<file path="config.mk">
export PLATFORM = sky130hd
export DESIGN_NAME = reg_file_wb_8x8
export DESIGN_NICKNAME = d
export VERILOG_FILES = /design/src/rtl/reg_file_wb_8x8_pkg.sv /design/src/rtl/reg_wb_buffer.sv /design/src/rtl/reg_file_wb_8x8.sv
export SDC_FILE = /design/constraint.sdc
export NUM_CORES = 1
export LEC_CHECK = 0
export CORE_AREA = 2 2 123 125
export DETAILED_ROUTE_END_ITERATION = 8
export DIE_AREA = 0 0 125 127
export GPL_ROUTABILITY_DRIVEN = 0
export HOLD_SLACK_MARGIN = 0.03
export MAX_ROUTING_LAYER = met4
export PLACE_DENSITY = 0.48
export SYNTH_ARGS = -nofsm -noshare
export SYNTH_HDL_FRONTEND = slang
export SYNTH_SLANG_ARGS = --single-unit
</file>
<file path="constraint.sdc">
create_clock -name CLK -period 2.5 [get_ports CLK]
set_input_delay 0.5 -clock CLK [delete_from_list [all_inputs] [get_ports CLK]]
set_output_delay 0.5 -clock CLK [all_outputs]
set_load 0.01 [all_outputs]
</file>
<file path="src/rtl/reg_file_wb_8x8_pkg.sv">
// Shared widths and address type for the register file and the ALU unit wrappers.
package reg_file_wb_8x8_pkg;

    localparam int DATA_W = 8;
    localparam int DEPTH  = 8;
    localparam int ADDR_W = 3;

    typedef logic [ADDR_W-1:0] reg_addr_t;
    typedef logic [DATA_W-1:0] reg_data_t;

endpackage

</file>
<file path="src/rtl/reg_wb_buffer.sv">
// One-entry write-back buffer: captures the incoming result and flags read
// ports whose address matches the buffered destination.
module reg_wb_buffer
    import reg_file_wb_8x8_pkg::*;
(
    input  logic      clk,
    input  logic      rst_n,
    input  reg_data_t in_data,
    input  reg_addr_t in_addr,
    input  logic      write,
    input  reg_addr_t rd1_addr,
    input  reg_addr_t rd2_addr,
    output logic      wb_valid,
    output reg_data_t wb_data,
    output reg_addr_t wb_addr,
    output logic      hit1,
    output logic      hit2
);

    // Capture every accepted write; an idle edge drains the entry.
    always_ff @(posedge clk) begin
        if (!rst_n) begin
            wb_valid <= 1'b0;
            wb_data  <= '0;
            wb_addr  <= '0;
        end else begin
            wb_valid <= write;
            if (write) begin
                wb_data <= in_data;
                wb_addr <= in_addr;
            end
        end
    end

    // Bypass compare, one per read port.
    always_comb begin
        hit1 = wb_valid && (rd1_addr == wb_addr);
        hit2 = wb_valid && (rd2_addr == wb_addr);
    end

endmodule

</file>
<file path="src/rtl/reg_file_wb_8x8.sv">
// 8x8 register file with a one-stage write-back buffer and bypassed reads.
// A write accepted at one edge is readable during the following cycle and
// lands in the array one edge later. ZERO tracks the last accepted result.
module reg_file_wb_8x8
    import reg_file_wb_8x8_pkg::*;
(
    input  logic              CLK,
    input  logic              RESET,
    input  logic [DATA_W-1:0] IN,
    input  logic [ADDR_W-1:0] INADDRESS,
    input  logic              WRITE,
    input  logic [ADDR_W-1:0] OUT1ADDRESS,
    input  logic [ADDR_W-1:0] OUT2ADDRESS,
    output logic [DATA_W-1:0] OUT1,
    output logic [DATA_W-1:0] OUT2,
    output logic              ZERO,
    output logic              WB_PENDING
);

    reg_data_t regs [DEPTH];
    logic      wb_valid;
    reg_data_t wb_data;
    reg_addr_t wb_addr;
    logic      hit1;
    logic      hit2;

    reg_wb_buffer u_wb (
        .clk      (CLK),
        .rst_n    (RESET),
        .in_data  (IN),
        .in_addr  (INADDRESS),
        .write    (WRITE),
        .rd1_addr (OUT1ADDRESS),
        .rd2_addr (OUT2ADDRESS),
        .wb_valid (wb_valid),
        .wb_data  (wb_data),
        .wb_addr  (wb_addr),
        .hit1     (hit1),
        .hit2     (hit2)
    );

    // Commit the buffered entry; reset clears the array and drops the entry.
    always_ff @(posedge CLK) begin
        if (!RESET) begin
            for (int i = 0; i < DEPTH; i++) begin
                regs[i] <= '0;
            end
        end else if (wb_valid) begin
            regs[wb_addr] <= wb_data;
        end
    end

    // ZERO follows accepted writes only and holds across idle edges.
    always_ff @(posedge CLK) begin
        if (!RESET) begin
            ZERO <= 1'b0;
        end else if (WRITE) begin
            ZERO <= (IN == '0);
        end
    end

    // Read ports prefer the buffered value over the array.
    always_comb begin
        OUT1       = hit1 ? wb_data : regs[OUT1ADDRESS];
        OUT2       = hit2 ? wb_data : regs[OUT2ADDRESS];
        WB_PENDING = wb_valid;
    end

endmodule

</file>
==> results of run 1 <==
[power by group through the flow]
stage	sequential, W	combinational, W	clock, W
CTS	0.00149	0.000532	0.00126
detailed placement	0.00151	0.000454	0
finish	0.00149	0.000531	0.00124
global route	0.00149	0.000565	0.00131
global placement	0.00151	0.000453	0
floorplan	0.00148	0.000266	0
[worst min-delay path, stage by stage (launching register included)]
cell and delay, ps:
dfxtp_1 320, nand2b_1 60, a21boi_0 70
[routing by layer]
layer,vias up,routed length (um)
met4,0,168
met3,13,500
met2,72,5620
li1,1233,-
met5,-,0
met1,1374,5500
[placed cells by master (no fill, tap or decap), types with 3 or more instances in the layout]
cell	instances
mux4_1	7
edfxtp_1	64
nor2_1	6
buf_16	3
o21ai_0	6
clkdlybuf4s50_1	15
nor2b_1	11
mux2_2	12
buf_12	14
nand2b_1	5
mux2i_1	11
buf_2	6
xnor2_2	3
xnor2_1	3
mux4_2	25
dfxtp_1	13
clkbuf_16	9
mux2_4	20
inv_6	4
buf_4	30
buf_6	15
and2_1	65
[sequential cells by signal (all words and copies together) (netlist names)]
register	count
u_wb.wb_data	8
regs	64
u_wb.wb_addr	3
ZERO	1
u_wb.wb_valid	1
[metrics by stage]
stage / hold slack (ps) / setup slack, ps / util [%]
after CTS: 496 / -14.1 / 39.3
final: 494 / -5.74 / 39.4
after floorplan: 481 / 183 / -
after global placement: 476 / -906 / 35.2
after global routing: 513 / -38.2 / 39.4
after detailed placement: 483 / -902 / 35.2
[timing repair]
item	CTS	global route
gates cloned	3	0
pin swaps	1	1
setup endpoints to repair	16	15
resized for setup	130	11
hold buffers	0	0
buffers inserted	13	0
[logic make-up after synthesis]
kind of cell | after synthesis | share of synthesized area (%)
AND/OR/NAND/NOR | 97 | 13.7
flip-flops | 77 | 51.0
multiplexers | 75 | 29.6
buffers and inverters | 24 | 3.68
AO/OA/AOI/OAI | 7 | 0.877
XOR/XNOR | 6 | 1.23
[layout make-up]
type                            instances  area share [%]
Clock buffer                            9            3.97
Clock inverter                          7           0.970
Multi-Input combinational cell        185            35.1
Sequential cell                        77            38.4
Tap cell                              184            4.05
Timing Repair Buffer                   88            17.5
[worst paths after layout]
check	cells past startpoint	slack [ps]	to	from
worst max-delay path	7	-6	OUT2[7]	OUT2ADDRESS[0]
worst min-delay path	2	490	ZERO	ZERO
worst max register to register	3	850	regs[0][0]	u_wb.wb_addr[2]
worst min register to register	2	490	ZERO	ZERO
==> flow_summary.json, run 1 <==
{
  "status": "complete, but fails checks",
  "failed_checks": "negative setup slack",
  "crit_type": "in2out",
  "grt_first_pass_wirelength_mm": 18.1,
  "slew_headroom_pct": 58.3,
  "dp_hpwl_mm": 7.99,
  "cts-root-buf": "clkbuf_16",
  "min_period_ps": 2510,
  "ir_drop_v": 0.000342,
  "finalPower_w": 0.00326,
  "drc": 0,
  "holdCritPathClass": "reg2reg",
  "portBuffers": 37,
  "synth_top_cell_by_area": "edfxtp_1",
  "seq_area_mm2": 0.00218,
  "critPathTopFamily": "multiplexers",
  "syn_avg_cell_area_um2": 15.0,
  "clock_skew_ps": 9.19,
  "crit_chain": "buf_12 -> buf_12 -> buf_12 -> mux4_2 -> mux2_4 -> mux2_4 -> buf_6",
  "first_pass_iters": 4,
  "use_met3_pct": 3.14,
  "yosys-top-cells-count": "65 x and2_1, 64 x edfxtp_1, 30 x mux2_2",
  "synth.area.top_cells": "edfxtp_1 45%, mux4_1 11%, and2_1 9.5%, mux2_2 7.9%, mux4_2 7.4%",
  "yosysUniqueCellTypes": 24,
  "switching_share_pct": 24.9,
  "slowest_delay_ps": 490,
  "hold_viol_final": 0,
  "fillers": 1366,
  "crit_top_cell": "buf_12",
  "ys_warn_count": 0,
  "switchingPower_w": 0.000810,
  "seq_area_frac_synth_pct": 51.0,
  "internal-power_w": 0.00245,
  "cts.sinks": 77,
  "busiest_layer": "met2",
  "avgRoutedWirePerCell_um": 21.4,
  "yosysMostFrequentCell": "and2_1",
  "cp_max_fo": 7,
  "grt_overflow": 0,
  "synth-main-ff-cell": "edfxtp_1",
  "slew_violations": 0,
  "instances_no_fill": 550,
  "fin_crit_sh_pct": 100,
  "totalWireLength_mm": 11.8,
  "clkTransAtPathRegs_ps": 60,
  "clock_latency_ps": 340,
  "cp_slowest_cell": "mux4_2",
  "p_leak_nw": 2.24,
  "fin_setup_tns_ps": -5.74,
  "use_met2_pct": 25.6,
  "fin_area_mm2": 0.00568,
  "placed_cells": 518,
  "setup_viol": 1,
  "ant_nets": 0,
  "synth_top_area_share_pct": 44.9,
  "fin_nets": 381,
  "pin_count": 38,
  "h-tree-depth": 3,
  "cts_tree": "yes",
  "multi_input_area_mm2": 0.00199,
  "grt_util_all_layers_pct": 16.2,
  "critPathArrivalTime_ps": 2010,
  "cts-buffers-inserted": 9,
  "drt_iter0_markers": 108,
  "worstMarginPinSlew_ps": 624,
  "vias": 2692,
  "max_freq_ghz": 0.399,
  "end_kind": "primary output",
  "pwr-share-clk_pct": 38.0,
  "synth-edff-count": 64,
  "initial_utilization_pct": 29.7,
  "rows": 44,
  "worstPathRequired_ps": 2000,
  "grt_max_degree": 16,
  "netlist_area_mm2": 0.00428,
  "fp.coreArea_mm2": 0.0144,
  "antenna_found_initial": 0,
  "syn-instance-count": 286,
  "pwr-share-comb_pct": 16.3,
  "antenna_cells": 0,
  "seq_power_share_pct": 45.7,
  "async_reset_ff_share_pct": 0,
  "area_growth_pct": 32.6,
  "placed_area_mm2": 0.00507,
  "die_h_um": 127,
  "start_kind": "primary input",
  "max-clock-path-buffers": 2,
  "die_area_mm2": 0.0159,
  "use_met1_pct": 21.5,
  "max-cap-violations": 0,
  "syn_nets": 306,
  "powerDensity_mw_per_mm2": 573,
  "rsz0062_at_grt": "true",
  "first_global_vias": 2918,
  "drive_gt1_share_pct": 39.9,
  "worst_slack_ps": -5.74,
  "drt-vias-per-instance": 4.89,
  "path_buf_inv": 4,
  "ys_ff_latch": 77,
  "die_x_um": 125
}
Note: power is estimated with default switching activity, not from simulation.
==> inputs of run 2 (changes only) <==
PLACE_DENSITY = unset   (was 0.48)
SLEW_MARGIN = 30   (was unset)
==> run 2 against run 1 <==
Net effect:
- the run still ends with negative setup slack left
- count of clock-buffer cells in the layout unchanged
- critical path depth unchanged
- non-clock buffer count decreased by 2
- design area decreased by 2.6%
- register-to-register slack got worse by 30 ps
- critical path type unchanged
==> flow_summary.json, run 2 (synthesized netlist as in run 1, its figures left out) <==
{
  "status": "complete, but fails checks",
  "failed_checks": "negative setup slack",
  "antenna_found_initial": 0,
  "dp_hpwl_mm": 7.75,
  "cts-root-buf": "clkbuf_16",
  "drt-vias-per-instance": 4.92,
  "die_x_um": 125,
  "rsz0062_at_grt": "true",
  "min_period_ps": 2510,
  "die_area_mm2": 0.0159,
  "first_pass_iters": 4,
  "end_kind": "primary output",
  "die_h_um": 127,
  "grt_overflow": 0,
  "hold_viol_final": 0,
  "drive_gt1_share_pct": 39.8,
  "rr_startpoint": "u_wb.wb_addr[1]",
  "final_common_cell": "and2_1",
  "ant_nets": 0,
  "critPathArrivalTime_ps": 2010,
  "drc": 0,
  "pin_count": 38,
  "start_kind": "primary input",
  "startpoint": "OUT1ADDRESS[0]",
  "postCtsHoldBufs": 0,
  "seq_area_mm2": 0.00218,
  "largest-register": "regs",
  "initial_utilization_pct": 29.7,
  "cts_tree": "yes",
  "mostFrequentLayoutCells": "65 x and2_1, 64 x edfxtp_1, 33 x buf_4, 29 x mux4_2, 22 x mux2_2",
  "largest_reg_flops": 64,
  "multi_input_area_mm2": 0.00192,
  "max_freq_ghz": 0.398,
  "clock_latency_ps": 330,
  "reg_top3": "regs: 64 flops, u_wb.wb_data: 8 flops, u_wb.wb_addr: 3 flops",
  "setup_viol": 3,
  "pre_cts_ws_ps": -888,
  "holdCritPathClass": "reg2reg",
  "max-cap-violations": 0,
  "slew_violations": 0,
  "clkTransAtPathRegs_ps": 60,
  "totalWireLength_mm": 11.7,
  "timing.rr.end": "regs[2][5]",
  "rows": 44,
  "fin_nets": 379,
  "max-clock-path-buffers": 2,
  "r2r_cells": 3,
  "antenna_cells": 0,
  "cts.sinks": 77,
  "ir_drop_v": 0.000309,
  "portBuffers": 37,
  "clock_skew_ps": 6.22,
  "fin_crit_sh_pct": 101,
  "grt_util_all_layers_pct": 15.8,
  "powerDensity_mw_per_mm2": 594,
  "fin_area_mm2": 0.00553,
  "avgRoutedWirePerCell_um": 21.3,
  "critical_path.endpoint": "OUT1[6]",
  "cts-buffers-inserted": 9,
  "area_growth_pct": 29.1,
  "crit_type": "in2out",
  "cp_max_fo": 6,
  "grt_first_pass_wirelength_mm": 17.7,
  "grt_max_degree": 15,
  "drt_iter0_markers": 200,
  "worst_slack_ps": -14.0,
  "r2r_setup_slack_ps": 820,
  "first_global_vias": 2724,
  "p_leak_nw": 2.13,
  "vias": 2696,
  "worstMarginPinSlew_ps": 587,
  "fp.coreArea_mm2": 0.0144,
  "fillers": 1390,
  "placed_area_mm2": 0.00506,
  "h-tree-depth": 3,
  "worstPathRequired_ps": 2000,
  "slew_headroom_pct": 60.7
}
-- run 2: cell count changes in the layout (fill, tap and decap cells not counted), moves of 4 or more --
cell	change
mux4_1	-4
mux2_2	+10
mux2_4	-10
mux4_2	+4
buf_12	-8
-- run 2: worst max-delay path, cell delays in order --
cell	delay (ps)
buf_12	90
buf_12	120
buf_8	120
mux4_2	490
mux2_4	290
mux2_4	270
buf_6	120
-- run 2: area by class of cell --
cell class / count / share of cell area (%)
flip-flops and latches: 77 / 39.5
clock inverters: 7 / 1.36
clock buffers: 9 / 4.07
multi-input cells: 185 / 34.6
repair buffers: 86 / 16.3
well taps: 184 / 4.16
-- run 2: what timing repair did --
item,4_1_cts,5_1_grt
gates resized for setup,123,9
buffers inserted,8,0
hold endpoints to repair,0,0
gates cloned,4,0
setup endpoints to repair,16,12
-- run 2: metrics by stage --
stage	cells	TNS (ps)	utilization [%]	total power, W	hold WS [ps]
floorplan	286	0	-	0.00175	481
global placement	520	-13050	35.1	0.00195	469
detailed placement	520	-13140	35.1	0.00196	494
CTS	548	-70.6	38.2	0.00330	504
global route	548	-209	38.3	0.00340	521
finish	548	-37.4	38.3	0.00328	491
-- run 2: power by group --
group / internal, W / leakage, nW / switching [W]
Clock: 0.000776 / 0.140 / 0.000523
Sequential: 0.00144 / 0.766 / 0.0000480
Combinational: 0.000293 / 1.22 / 0.000202
-- run 2: worst min-delay path by stage --
stage                    start               to  depth (start not counted)
4_1_cts                   ZERO             ZERO                          2
5_1_grt                   ZERO             ZERO                          2
3_3_place_gp              ZERO             ZERO                          2
2_1_floorplan  u_wb.wb_data[0]  u_wb.wb_data[0]                          2
3_5_place_dp              ZERO             ZERO                          2
6_report                  ZERO             ZERO                          2
-- run 2: per-layer routing --
| metal | vias up | share of wire, % | GRT usage [%] |
|---|---|---|---|
| met5 | - | 0 | - |
| met4 | 0 | 1.1 | 3.73 |
| met3 | 11 | 6.9 | 3.52 |
| met2 | 105 | 48 | 24.9 |
| met1 | 1352 | 44 | 20.9 |
| li1 | 1228 | - | - |
==> inputs of run 3 (changes only) <==
GPL_TIMING_DRIVEN = 1   (was unset)
==> results of run 3 <==
Final layout, timing and power as in run 2 (identical DEF).
